==> src/rtl/bldc_pkg.sv <==
// Shared types, hall sequence and lookup helpers for the six-step BLDC commutator.
// Commutation table returns forward drive; rev swaps forward/reverse current.
package bldc_pkg;

  typedef enum logic [1:0] {
    HIGH_Z        = 2'd0,
    rev_curr      = 2'd1,
    for_curr      = 2'd2,
    regen_braking = 2'd3
  } drive_t;

  typedef enum logic [1:0] {
    IDLE  = 2'd0,
    RUN   = 2'd1,
    FAULT = 2'd2
  } comm_state_t;

  typedef struct packed {
    drive_t grn;
    drive_t ylw;
    drive_t blu;
  } phase_sel_t;

  localparam logic [2:0] HALL_SEQ [0:5] = '{3'b101, 3'b100, 3'b110, 3'b010, 3'b011, 3'b001};

  // Unknown codes (000/111) map to 000 so they never match a neighbour.
  function automatic logic [2:0] hall_next(input logic [2:0] code);
    logic [2:0] r;
    r = 3'b000;
    for (logic [2:0] i = 3'd0; i < 3'd6; i = i + 3'd1)
      if (HALL_SEQ[i] == code) r = HALL_SEQ[(i == 3'd5) ? 3'd0 : i + 3'd1];
    return r;
  endfunction

  function automatic logic [2:0] hall_prev(input logic [2:0] code);
    logic [2:0] r;
    r = 3'b000;
    for (logic [2:0] i = 3'd0; i < 3'd6; i = i + 3'd1)
      if (HALL_SEQ[i] == code) r = HALL_SEQ[(i == 3'd0) ? 3'd5 : i - 3'd1];
    return r;
  endfunction

  function automatic phase_sel_t comm_lookup(input logic [2:0] code, input logic rev);
    phase_sel_t s;
    drive_t     f;
    drive_t     r;
    f = rev ? rev_curr : for_curr;
    r = rev ? for_curr : rev_curr;
    s = '{HIGH_Z, HIGH_Z, HIGH_Z};
    case (code)
      3'b101:  s = '{f, r, HIGH_Z};
      3'b100:  s = '{f, HIGH_Z, r};
      3'b110:  s = '{HIGH_Z, f, r};
      3'b010:  s = '{r, f, HIGH_Z};
      3'b011:  s = '{r, HIGH_Z, f};
      3'b001:  s = '{HIGH_Z, r, f};
      default: s = '{HIGH_Z, HIGH_Z, HIGH_Z};
    endcase
    return s;
  endfunction

endpackage

==> src/rtl/hall_filter.sv <==
// Hall bus synchronizer followed by a glitch filter that requires FILT_CYCLES
// consecutive identical synchronized samples before reporting the code as stable.
module hall_filter #(
  parameter int SYNC_STAGES = 2,
  parameter int FILT_CYCLES = 4
) (
  input  logic       clk,
  input  logic       rst,
  input  logic [2:0] hall_in,
  output logic [2:0] code,
  output logic       stable
);
  localparam int CNT_W = $clog2(FILT_CYCLES + 1);

  logic [2:0]       r_sync [SYNC_STAGES];
  logic [2:0]       w_sync;
  logic [2:0]       r_cand;
  logic [CNT_W-1:0] r_cnt;

  generate
    for (genvar gi = 0; gi < SYNC_STAGES; gi++) begin : g_sync
      always_ff @(posedge clk) begin
        if (rst) r_sync[gi] <= 3'b000;
        else if (gi == 0) r_sync[gi] <= hall_in;
        else r_sync[gi] <= r_sync[(gi == 0) ? 0 : gi - 1];
      end
    end
  endgenerate

  assign w_sync = r_sync[SYNC_STAGES-1];

  always_ff @(posedge clk) begin
    if (rst) begin
      r_cand <= 3'b000;
      r_cnt  <= '0;
    end else if (w_sync != r_cand) begin
      r_cand <= w_sync;
      r_cnt  <= '0;
    end else if (r_cnt != CNT_W'(FILT_CYCLES)) begin
      r_cnt <= r_cnt + 1'b1;
    end
  end

  // A sample disagreeing with the candidate this cycle cancels stability immediately.
  assign code   = r_cand;
  assign stable = (r_cnt == CNT_W'(FILT_CYCLES)) && (w_sync == r_cand);

endmodule

==> src/rtl/brushless_commutator.sv <==
// Six-step BLDC commutation controller with hall filtering, sequence fault and brake/coast.
// Optional duty slew limiter enabled by defining BRUSHLESS_SLEW_EN.
module brushless_commutator
  import bldc_pkg::*;
#(
  parameter int DRV_W       = 12,
  parameter int DUTY_W      = 11,
  parameter int SYNC_STAGES = 2,
  parameter int FILT_CYCLES = 4,
  parameter int FAULT_LIMIT = 3,
  parameter int SLEW_STEP   = 16
) (
  input  logic              clk,
  input  logic              rst,
  input  logic              hallGrn,
  input  logic              hallYlw,
  input  logic              hallBlu,
  input  logic              brake_n,
  input  logic              coast,
  input  logic              reverse,
  input  logic              PWM_synch,
  input  logic              fault_clr,
  input  logic [DRV_W-1:0]  drv_mag,
  output logic [1:0]        selGrn,
  output logic [1:0]        selYlw,
  output logic [1:0]        selBlu,
  output logic [DUTY_W-1:0] duty,
  output logic              fault,
  output logic              comm_tick
);
  localparam int ERR_W = $clog2(FAULT_LIMIT + 1);
  localparam logic [DUTY_W-1:0] DUTY_MID   = DUTY_W'(1) << (DUTY_W - 1);
  localparam logic [DUTY_W-1:0] DUTY_BRAKE = DUTY_W'(3) << (DUTY_W - 2);

  logic [2:0]        w_code;
  logic              w_stable;
  comm_state_t       r_state, w_state_next;
  logic [2:0]        r_acc, w_acc_next;
  logic [ERR_W-1:0]  r_err_cnt, w_err_next;
  logic              w_tick_next, r_tick_pend, r_tick;
  logic              w_eval, w_valid, w_adj;
  phase_sel_t        r_sel, w_sel_next;
  logic [DUTY_W-1:0] r_duty, w_target, w_duty_next, w_drive_duty;

  hall_filter #(
    .SYNC_STAGES(SYNC_STAGES),
    .FILT_CYCLES(FILT_CYCLES)
  ) u_hall_filter (
    .clk    (clk),
    .rst    (rst),
    .hall_in({hallGrn, hallYlw, hallBlu}),
    .code   (w_code),
    .stable (w_stable)
  );

  // IDLE re-evaluates the held code so a fault clear can restart without a hall edge.
  assign w_eval  = PWM_synch && w_stable && ((w_code != r_acc) || (r_state == IDLE));
  assign w_valid = (w_code != 3'b000) && (w_code != 3'b111);
  assign w_adj   = w_valid && ((w_code == hall_next(r_acc)) || (w_code == hall_prev(r_acc)));

  always_ff @(posedge clk) begin
    if (rst) begin
      r_state     <= IDLE;
      r_acc       <= 3'b000;
      r_err_cnt   <= '0;
      r_tick_pend <= 1'b0;
    end else begin
      r_state     <= w_state_next;
      r_acc       <= w_acc_next;
      r_err_cnt   <= w_err_next;
      r_tick_pend <= w_tick_next;
    end
  end

  always_comb begin
    w_state_next = r_state;
    w_acc_next   = r_acc;
    w_err_next   = r_err_cnt;
    w_tick_next  = 1'b0;
    if (w_eval) w_acc_next = w_code;
    case (r_state)
      IDLE: if (w_eval && w_valid) w_state_next = RUN;
      RUN: begin
        if (w_eval) begin
          if (w_adj) begin
            w_err_next  = '0;
            w_tick_next = 1'b1;
          end else begin
            w_err_next = r_err_cnt + 1'b1;
            if (r_err_cnt == ERR_W'(FAULT_LIMIT - 1)) w_state_next = FAULT;
          end
        end
      end
      FAULT: begin
        if (fault_clr) begin
          w_state_next = IDLE;
          w_err_next   = '0;
        end
      end
      default: w_state_next = IDLE;
    endcase
  end

  always_comb begin
    w_sel_next = comm_lookup(r_acc, reverse);
    if (r_state == FAULT)                w_sel_next = '{HIGH_Z, HIGH_Z, HIGH_Z};
    else if (!brake_n)                   w_sel_next = '{regen_braking, regen_braking, regen_braking};
    else if (coast || (r_state == IDLE)) w_sel_next = '{HIGH_Z, HIGH_Z, HIGH_Z};
  end

  // Tick is delayed one clock so it lines up with the sel change it announces.
  always_ff @(posedge clk) begin
    if (rst) begin
      r_sel  <= '{HIGH_Z, HIGH_Z, HIGH_Z};
      r_tick <= 1'b0;
    end else begin
      r_sel  <= w_sel_next;
      r_tick <= r_tick_pend;
    end
  end

  assign w_drive_duty = {1'b0, drv_mag[DRV_W-1 -: DUTY_W-1]} + DUTY_MID;

  always_comb begin
    w_target = w_drive_duty;
    if ((r_state == FAULT) || (brake_n && coast)) w_target = DUTY_MID;
    else if (!brake_n)                            w_target = DUTY_BRAKE;
  end

`ifdef BRUSHLESS_SLEW_EN
  localparam logic [DUTY_W-1:0] SLEW_DELTA = DUTY_W'(SLEW_STEP);
  always_comb begin
    w_duty_next = w_target;
    if (w_target > r_duty) begin
      if ((w_target - r_duty) > SLEW_DELTA) w_duty_next = r_duty + SLEW_DELTA;
    end else if ((r_duty - w_target) > SLEW_DELTA) begin
      w_duty_next = r_duty - SLEW_DELTA;
    end
  end
`else
  logic [31:0] w_unused_slew;
  assign w_unused_slew = 32'(SLEW_STEP);
  assign w_duty_next   = w_target;
`endif

  generate
    if (DRV_W > DUTY_W - 1) begin : g_unused_lsb
      logic w_unused_drv;
      assign w_unused_drv = ^drv_mag[DRV_W-DUTY_W:0];
    end
  endgenerate

  always_ff @(posedge clk) begin
    if (rst) r_duty <= DUTY_MID;
    else if (PWM_synch) r_duty <= w_duty_next;
  end

  assign selGrn    = r_sel.grn;
  assign selYlw    = r_sel.ylw;
  assign selBlu    = r_sel.blu;
  assign duty      = r_duty;
  assign fault     = (r_state == FAULT);
  assign comm_tick = r_tick;

endmodule

==> config.mk <==
export PLATFORM = sky130hd
export DESIGN_NAME = brushless_commutator
export DESIGN_NICKNAME = d
export VERILOG_FILES = /design/src/rtl/bldc_pkg.sv /design/src/rtl/hall_filter.sv /design/src/rtl/brushless_commutator.sv
export SDC_FILE = /design/constraint.sdc
export NUM_CORES = 1
export LEC_CHECK = 0
export BUFFER_PORTS_ARGS = -buffer_cell sky130_fd_sc_hd__buf_4
export CAP_MARGIN = 20
export CORE_MARGIN = 3
export CORE_UTILIZATION = 54
export CTS_BUF_LIST = sky130_fd_sc_hd__clkbuf_4 sky130_fd_sc_hd__clkbuf_8
export DETAILED_ROUTE_END_ITERATION = 6
export GPL_TIMING_DRIVEN = 0
export PLACE_DENSITY = 0.86
export SETUP_SLACK_MARGIN = 0.15
export SYNTH_ARGS = -nofsm -noshare
export SYNTH_HDL_FRONTEND = slang
export SYNTH_SLANG_ARGS = --single-unit
==> constraint.sdc <==
create_clock -name clk -period 1.9 [get_ports clk]
set_input_delay 0.38 -clock clk [delete_from_list [all_inputs] [get_ports clk]]
set_output_delay 0.38 -clock clk [all_outputs]
set_load 0.03 [all_outputs]
==> results of run 1 <==
==> worst paths after layout <==
path                                                            start                               endpoint  slack, ns  depth (start not counted)
worst max-delay path                            r_acc[2]$_SDFFE_PP0N_              r_err_cnt[1]$_SDFFE_PP0P_       0.11                          6
worst min-delay path                                              rst  u_hall_filter.r_sync[1][2]$_SDFF_PP0_       0.25                          2
worst max register to register                  r_acc[2]$_SDFFE_PP0N_              r_err_cnt[1]$_SDFFE_PP0P_       0.11                          6
worst min register to register  u_hall_filter.r_sync[0][2]$_SDFF_PP0_  u_hall_filter.r_sync[1][2]$_SDFF_PP0_       0.44                          1
==> worst register-to-register path, cell delays in order (launching register included) <==
cell and delay, ns:
dfxtp_1 0.34, buf_2 0.21, xor2_1 0.27, nor3_2 0.13
or4b_4 0.51, nand4b_1 0.12, o31ai_1 0.08
==> flip-flops by register name (all words and copies together), names as in the netlist <==
name,count
duty,10
u_hall_filter.r_sync,6
r_acc,3
u_hall_filter.code,3
u_hall_filter.r_cnt,3
r_err_cnt,2
r_state,2
selBlu,2
selGrn,2
selYlw,2
comm_tick,1
r_tick_pend,1
==> repair_timing <==
item                       in CTS  in global routing
setup endpoints to repair       4                  8
buffers inserted                5                  0
pin swaps                       5                  6
resized for setup               8                 14
==> cell type report <==
type	count	share of cell area, %
clock buffers	7	2.775
well taps	31	1.830
multi-input cells	131	41.26
flip-flops and latches	37	35.12
repair buffers	40	14.17
inverters	6	1.063
plain buffers	13	3.778
==> cell usage after synthesis, types with 2 or more instances <==
cell type  instances
clkbuf_1           6
nand3b_1           3
nand3_1            3
inv_1              6
nor2b_1           20
nor3_1             5
mux2i_1            4
nor2_1            17
nor4bb_1           2
xnor2_1            4
o21ai_0            7
nand2b_1           3
nand2_1           15
buf_2              3
ha_1               3
a21oi_1           16
dfxtp_1           37
buf_6              2
o31ai_1            3
nand4b_1           2
nand4_1            2
a31o_1             2
and3_1             2
xor2_1             3
==> layer usage <==
metal  global-route usage, %  vias to the layer above  wire [µm]
met5                       0                        -          0
li1                        -                      727          -
met2                   35.35                       47       1866
met1                   25.42                      674       1537
met3                   7.547                        3        220
met4                   9.907                        0         30
==> per-stage QoR <==
stage / hold slack [ns] / worst slack [ns] / instances / utilization (%)
5_1_grt: 0.2402 / 0.04119 / 265 / 74.92
2_1_floorplan: 0.4138 / 0.2530 / 187 / -
3_3_place_gp: 0.4170 / 0.09259 / 253 / 68.47
3_5_place_dp: 0.4233 / 0.07414 / 253 / 68.47
6_report: 0.2533 / 0.1107 / 265 / 74.92
4_1_cts: 0.2481 / 0.1419 / 265 / 72.76
==> kinds of logic (layout without fill, tap and decap cells) <==
group | Yosys count | count (layout)
buffers and inverters | 19 | 66
AOI/OAI and AO/OA | 33 | 33
adders and majority gates | 3 | 3
and+or+nand+nor | 83 | 83
muxes | 4 | 4
other | 1 | 1
DFF | 37 | 37
xor gates and xnor gates | 7 | 7
==> power by group <==
group / switching, mW / leakage [nW] / internal (mW)
Combinational: 0.101 / 0.546 / 0.0858
Sequential: 0.0119 / 0.304 / 0.801
Clock: 0.239 / 0.0348 / 0.189
==> metrics.csv, run 1 <==
metric,value,unit
wire_per_inst,13.79,µm
clock_sinks,37,
fin_worst_skew,0.007896,ns
ios,41,
relSlewSlack,63.08,%
cellLeakagePower,0.8842,nW
synth_edf_count,0,
outcome,finished clean,
nets,259,
yosys.cell_types.count,41,
final_cell_mix,"buf_4, dfxtp_1, nor2b_1",
slew_viol_final,0,
initial_core_util,57.81,%
setup_violations,0,
cts_tree,done,
ys_seq_elements,37,
worst-path-buf-inv,1,
multiInputGateArea,874.6,µm²
slowest_stage,or4b_4,
powerDensity,673.6,nW/µm²
clk_path_buf_depth,2,
cp_max_fo,10,
syn_area,1635,µm²
drt-total-wl,3655,µm
synth_compound_area_share,11.94,%
synth_area_leaders,"dfxtp_1, nor2b_1, a21oi_1",
synth_mux_area_share,2.448,%
syn_inst,187,
rows,19,
area_growth,29.61,%
yosysSeqAreaShare,45.29,%
fp.coreArea,2829,µm²
antenna_found_initial,0,
synthArstFlopShare,0,%
n_antenna_cell,0,
synth_fa_ha_area_share,2.295,%
cts-root-buf,clkbuf_4,
hp-class,primary input to flop,
synth_top_area_share,45.29,%
grt_setup_unrepaired,true,
drc,0,
die_h,61.03,µm
clkTransAtPathRegs,0.10,ns
syn_area_per_cell,8.745,µm²
arrival,2.00,ns
die-width,61.03,µm
path_cells,buf_2 -> xor2_1 -> nor3_2 -> or4b_4 -> nand4b_1 -> o31ai_1,
grt_use_total,21.62,%
finalCriticalPeriod,1.789,ns
power.total,1.428,mW
synthSimpleGateAreaFrac,28.31,%
dr.first_iter.drc_count,75,
yosysWarningCount,0,
drt_pass1_iterations,4,
grt_max_degree,11,
end_kind,flop,
placed_area,1937,µm²
final_common_cell,buf_4,
grt_pass1_vias,1363,
layout-drive-gt1-share,31.62,%
required,2.11,ns
worstMarginPinSlew,0.5508,ns
tns,0,ns
seqCellArea,744.5,µm²
finalWeightedCongestion,0.8067,
synth_top_family_by_area,simple AND/OR/NAND/NOR gates,
finalCritPeriodShare,94.17,%
via_per_inst,5.475,
synth_ff_type,dfxtp_1,
cts_inserted_buffers,5,
maxCapViolCount,0,
cts.hold.buffers_added,0,
grt_overflow,0,
postRouteAntennaNets,0,
cp-start-kind,flop,
vdd_drop_max,0.6120,mV
port_buffers,35,
stdcell_area,2120,µm²
synth.net_count,212,
yosys.area_share.xor_xnor,3.749,%
path_class,flop to flop,
clock.fmax,558.9,MHz
dieArea,3725,µm²
clk-insertion-delay-late,0.34,ns
vias,1451,
finalHoldViolCount,0,
grt_pass1_wl,5920,µm
nFillCells,202,
crit_family,simple AND/OR/NAND/NOR gates,
synth_top_area_cell,dfxtp_1,
slowest_delay,0.51,ns
cts.htree.levels,2,
place_hpwl,2416,µm
No activity file was read; power rests on OpenSTA's default activity.
==> run 2, diff against run 1 <==
--- a/config.mk
+++ b/config.mk
@@ -8,12 +8,13 @@
 export BUFFER_PORTS_ARGS = -buffer_cell sky130_fd_sc_hd__buf_4
 export CAP_MARGIN = 20
 export CORE_MARGIN = 3
-export CORE_UTILIZATION = 54
+export CORE_UTILIZATION = 42
 export CTS_BUF_LIST = sky130_fd_sc_hd__clkbuf_4 sky130_fd_sc_hd__clkbuf_8
 export DETAILED_ROUTE_END_ITERATION = 6
 export GPL_TIMING_DRIVEN = 0
-export PLACE_DENSITY = 0.86
-export SETUP_SLACK_MARGIN = 0.15
+export HOLD_SLACK_MARGIN = 0.02
+export PLACE_DENSITY = 0.7
+export SETUP_SLACK_MARGIN = 0.5
 export SYNTH_ARGS = -nofsm -noshare
 export SYNTH_HDL_FRONTEND = slang
 export SYNTH_SLANG_ARGS = --single-unit
==> metrics.csv, run 2 (synthesized netlist as in run 1, its figures left out) <==
metric,value,unit,change
clk-insertion-delay-late,0.29,ns,was 0.34 ns
intPower,1.189,mW,was 1.076 mW
setup_violations,0,,unchanged
grt_pass1_vias,1218,,was 1363
grt_pass1_wl,5388,µm,was 5920 µm
rows,22,,was 19
drt-total-wl,3436,µm,was 3655 µm
seqCellArea,749.5,µm²,was 744.5 µm²
finalCriticalPeriod,1.726,ns,was 1.789 ns
crit-reg2reg-launch,u_hall_filter.code[1]$_SDFFE_PP0P_,,was r_acc[2]$_SDFFE_PP0N_
maxCapViolCount,0,,unchanged
dr.first_iter.drc_count,89,,was 75
port_buffers,35,,unchanged
grt_setup_unrepaired,true,,unchanged
cts_tree,done,,unchanged
grt_use_total,15.75,%,was 21.62%
die_h,68.40,µm,was 61.03 µm
cts.htree.levels,2,,unchanged
rr_worst_depth,6,,unchanged
r2r-end,r_err_cnt[0]$_SDFFE_PP0P_,,was r_err_cnt[1]$_SDFFE_PP0P_
layout-drive-gt1-share,34.45,%,was 31.62%
fp.coreArea,3716,µm²,was 2829 µm²
finish.utilization,60.57,%,was 74.92%
antenna_found_initial,0,,unchanged
powerDensity,694.3,nW/µm²,was 673.6 nW/µm²
hp-class,primary input to flop,,unchanged
postRouteAntennaNets,0,,unchanged
clock_sinks,37,,unchanged
area_growth,37.64,%,was 29.61%
drc,0,,unchanged
grt_overflow,0,,unchanged
ios,41,,unchanged
stdcell_area,2251,µm²,was 2120 µm²
clkPwrFrac,36.2,%,was 30.0%
p_sw,373.8,µW,was 352.0 µW
clkTransAtPathRegs,0.07,ns,was 0.10 ns
die-width,68.40,µm,was 61.03 µm
cp-start-kind,flop,,unchanged
dieArea,4679,µm²,was 3725 µm²
startpoint,u_hall_filter.code[1]$_SDFFE_PP0P_,,was r_acc[2]$_SDFFE_PP0N_
tns,0,ns,unchanged
nets,262,,was 259
placed_area,1998,µm²,was 1937 µm²
comb_power_share,11.9,%,was 13.1%
end_kind,flop,,unchanged
final_common_cell,buf_4,,unchanged
rrSetupSlack,0.17,ns,was 0.11 ns
n_antenna_cell,0,,unchanged
initial_core_util,44.01,%,was 57.81%
outcome,finished clean,,unchanged
vias,1431,,was 1451
final_cell_mix,"buf_4, dfxtp_1, nor2b_1",,unchanged
wire_per_inst,12.01,µm,was 13.79 µm
cts_inserted_buffers,5,,unchanged
vdd_drop_max,0.4713,mV,was 0.6120 mV
seqPwrFrac,51.9,%,was 56.9%
place_hpwl,2374,µm,was 2416 µm
clk_path_buf_depth,2,,unchanged
fin_worst_skew,0.005559,ns,was 0.007896 ns
required,2.06,ns,was 2.11 ns
cellLeakagePower,0.9160,nW,was 0.8842 nW
p_sw_share,23.92,%,was 24.66%
finalWeightedCongestion,0.7621,,was 0.8067
finalCritPeriodShare,90.83,%,was 94.17%
arrival,1.89,ns,was 2.00 ns
path_class,flop to flop,,unchanged
multiInputGateArea,912.1,µm²,was 874.6 µm²
cp_max_fo,9,,was 10
clock.fmax,579.4,MHz,was 558.9 MHz
largest_register_ffs,10,,unchanged
drt_pass1_iterations,4,,unchanged
cts-root-buf,clkbuf_8,,was clkbuf_4
nFillCells,343,,was 202
worstSetupEndpoint,r_err_cnt[0]$_SDFFE_PP0P_,,was r_err_cnt[1]$_SDFFE_PP0P_
slew_viol_final,0,,unchanged
via_per_inst,5.003,,was 5.475
grt_max_degree,11,,unchanged
finalHoldViolCount,0,,unchanged
[run 2: cell types whose count changed in the layout (fill, tap and decap cells not counted), moves of 2 or more]
cell,delta
dfxtp_1,-2
clkbuf_4,-5
nor3_4,+2
buf_4,+4
buf_6,+2
nor3_2,-2
clkbuf_8,+4
[run 2: metal layers]
layer,vias to the layer above,part of all wire [%],global-route usage (%)
li1,727,-,-
met1,663,44,19.68
met2,34,49,23.84
met3,7,5.3,4.762
met4,0,2.3,8.933
met5,-,0,0
[run 2: how the worst min path moves through the flow]
stage | slack (ns) | to | depth (start not counted) | from
2_1_floorplan | 0.41 | comm_tick$_SDFF_PP0_ | 1 | r_tick_pend$_SDFF_PP0_
3_3_place_gp | 0.42 | comm_tick$_SDFF_PP0_ | 1 | r_tick_pend$_SDFF_PP0_
3_5_place_dp | 0.43 | u_hall_filter.r_sync[1][1]$_SDFF_PP0_ | 1 | u_hall_filter.r_sync[0][1]$_SDFF_PP0_
4_1_cts | 0.30 | u_hall_filter.r_sync[1][2]$_SDFF_PP0_ | 2 | rst
5_1_grt | 0.31 | duty[4]$_SDFFE_PP0P_ | 3 | drv_mag[6]
6_report | 0.30 | u_hall_filter.r_sync[0][0]$_SDFF_PP0_ | 2 | hallBlu
[run 2: what timing repair did]
action | in CTS | in global routing
gates resized for setup | 14 | 8
setup buffers | 5 | 3
hold buffers | 0 | 0
pin swaps | 7 | 1
setup endpoints to repair | 18 | 18
[run 2: power by group through the flow]
stage / sequential [mW] / combinational (mW) / clock [mW]
floorplan: 0.855 / 0.0805 / 0
global placement: 0.830 / 0.171 / 0
detailed placement: 0.831 / 0.173 / 0
CTS: 0.810 / 0.183 / 0.577
global route: 0.812 / 0.206 / 0.608
finish: 0.810 / 0.187 / 0.566
[run 2: stage by stage]
stage               setup WS [ns]  total power, mW  instances  hold slack (ns)
CTS                        0.2425            1.571        283           0.2965
detailed placement        0.09011            1.004        270           0.4266
global placement           0.1051            1.001        270           0.4161
finish                     0.1742            1.563        286           0.3038
global route              0.05570            1.626        286           0.3140
floorplan                  0.2921           0.9358        187           0.4138
[run 2: worst max-delay path, cell delays in order, from the launching register on]
cell and delay (ns):
dfxtp_1 0.32, buf_6 0.14, xor2_1 0.32, nor3_4 0.12, or4b_4 0.51, nand4b_1 0.12
o31ai_1 0.08
[run 2: final cells by class]
cell class | count | share of cell area [%]
Buffer | 13 | 3.835
Tap cell | 48 | 2.668
Multi-Input combinational cell | 131 | 40.52
Clock buffer | 8 | 4.058
Sequential cell | 37 | 33.30
Timing Repair Buffer | 43 | 14.51
Inverter | 6 | 1.112
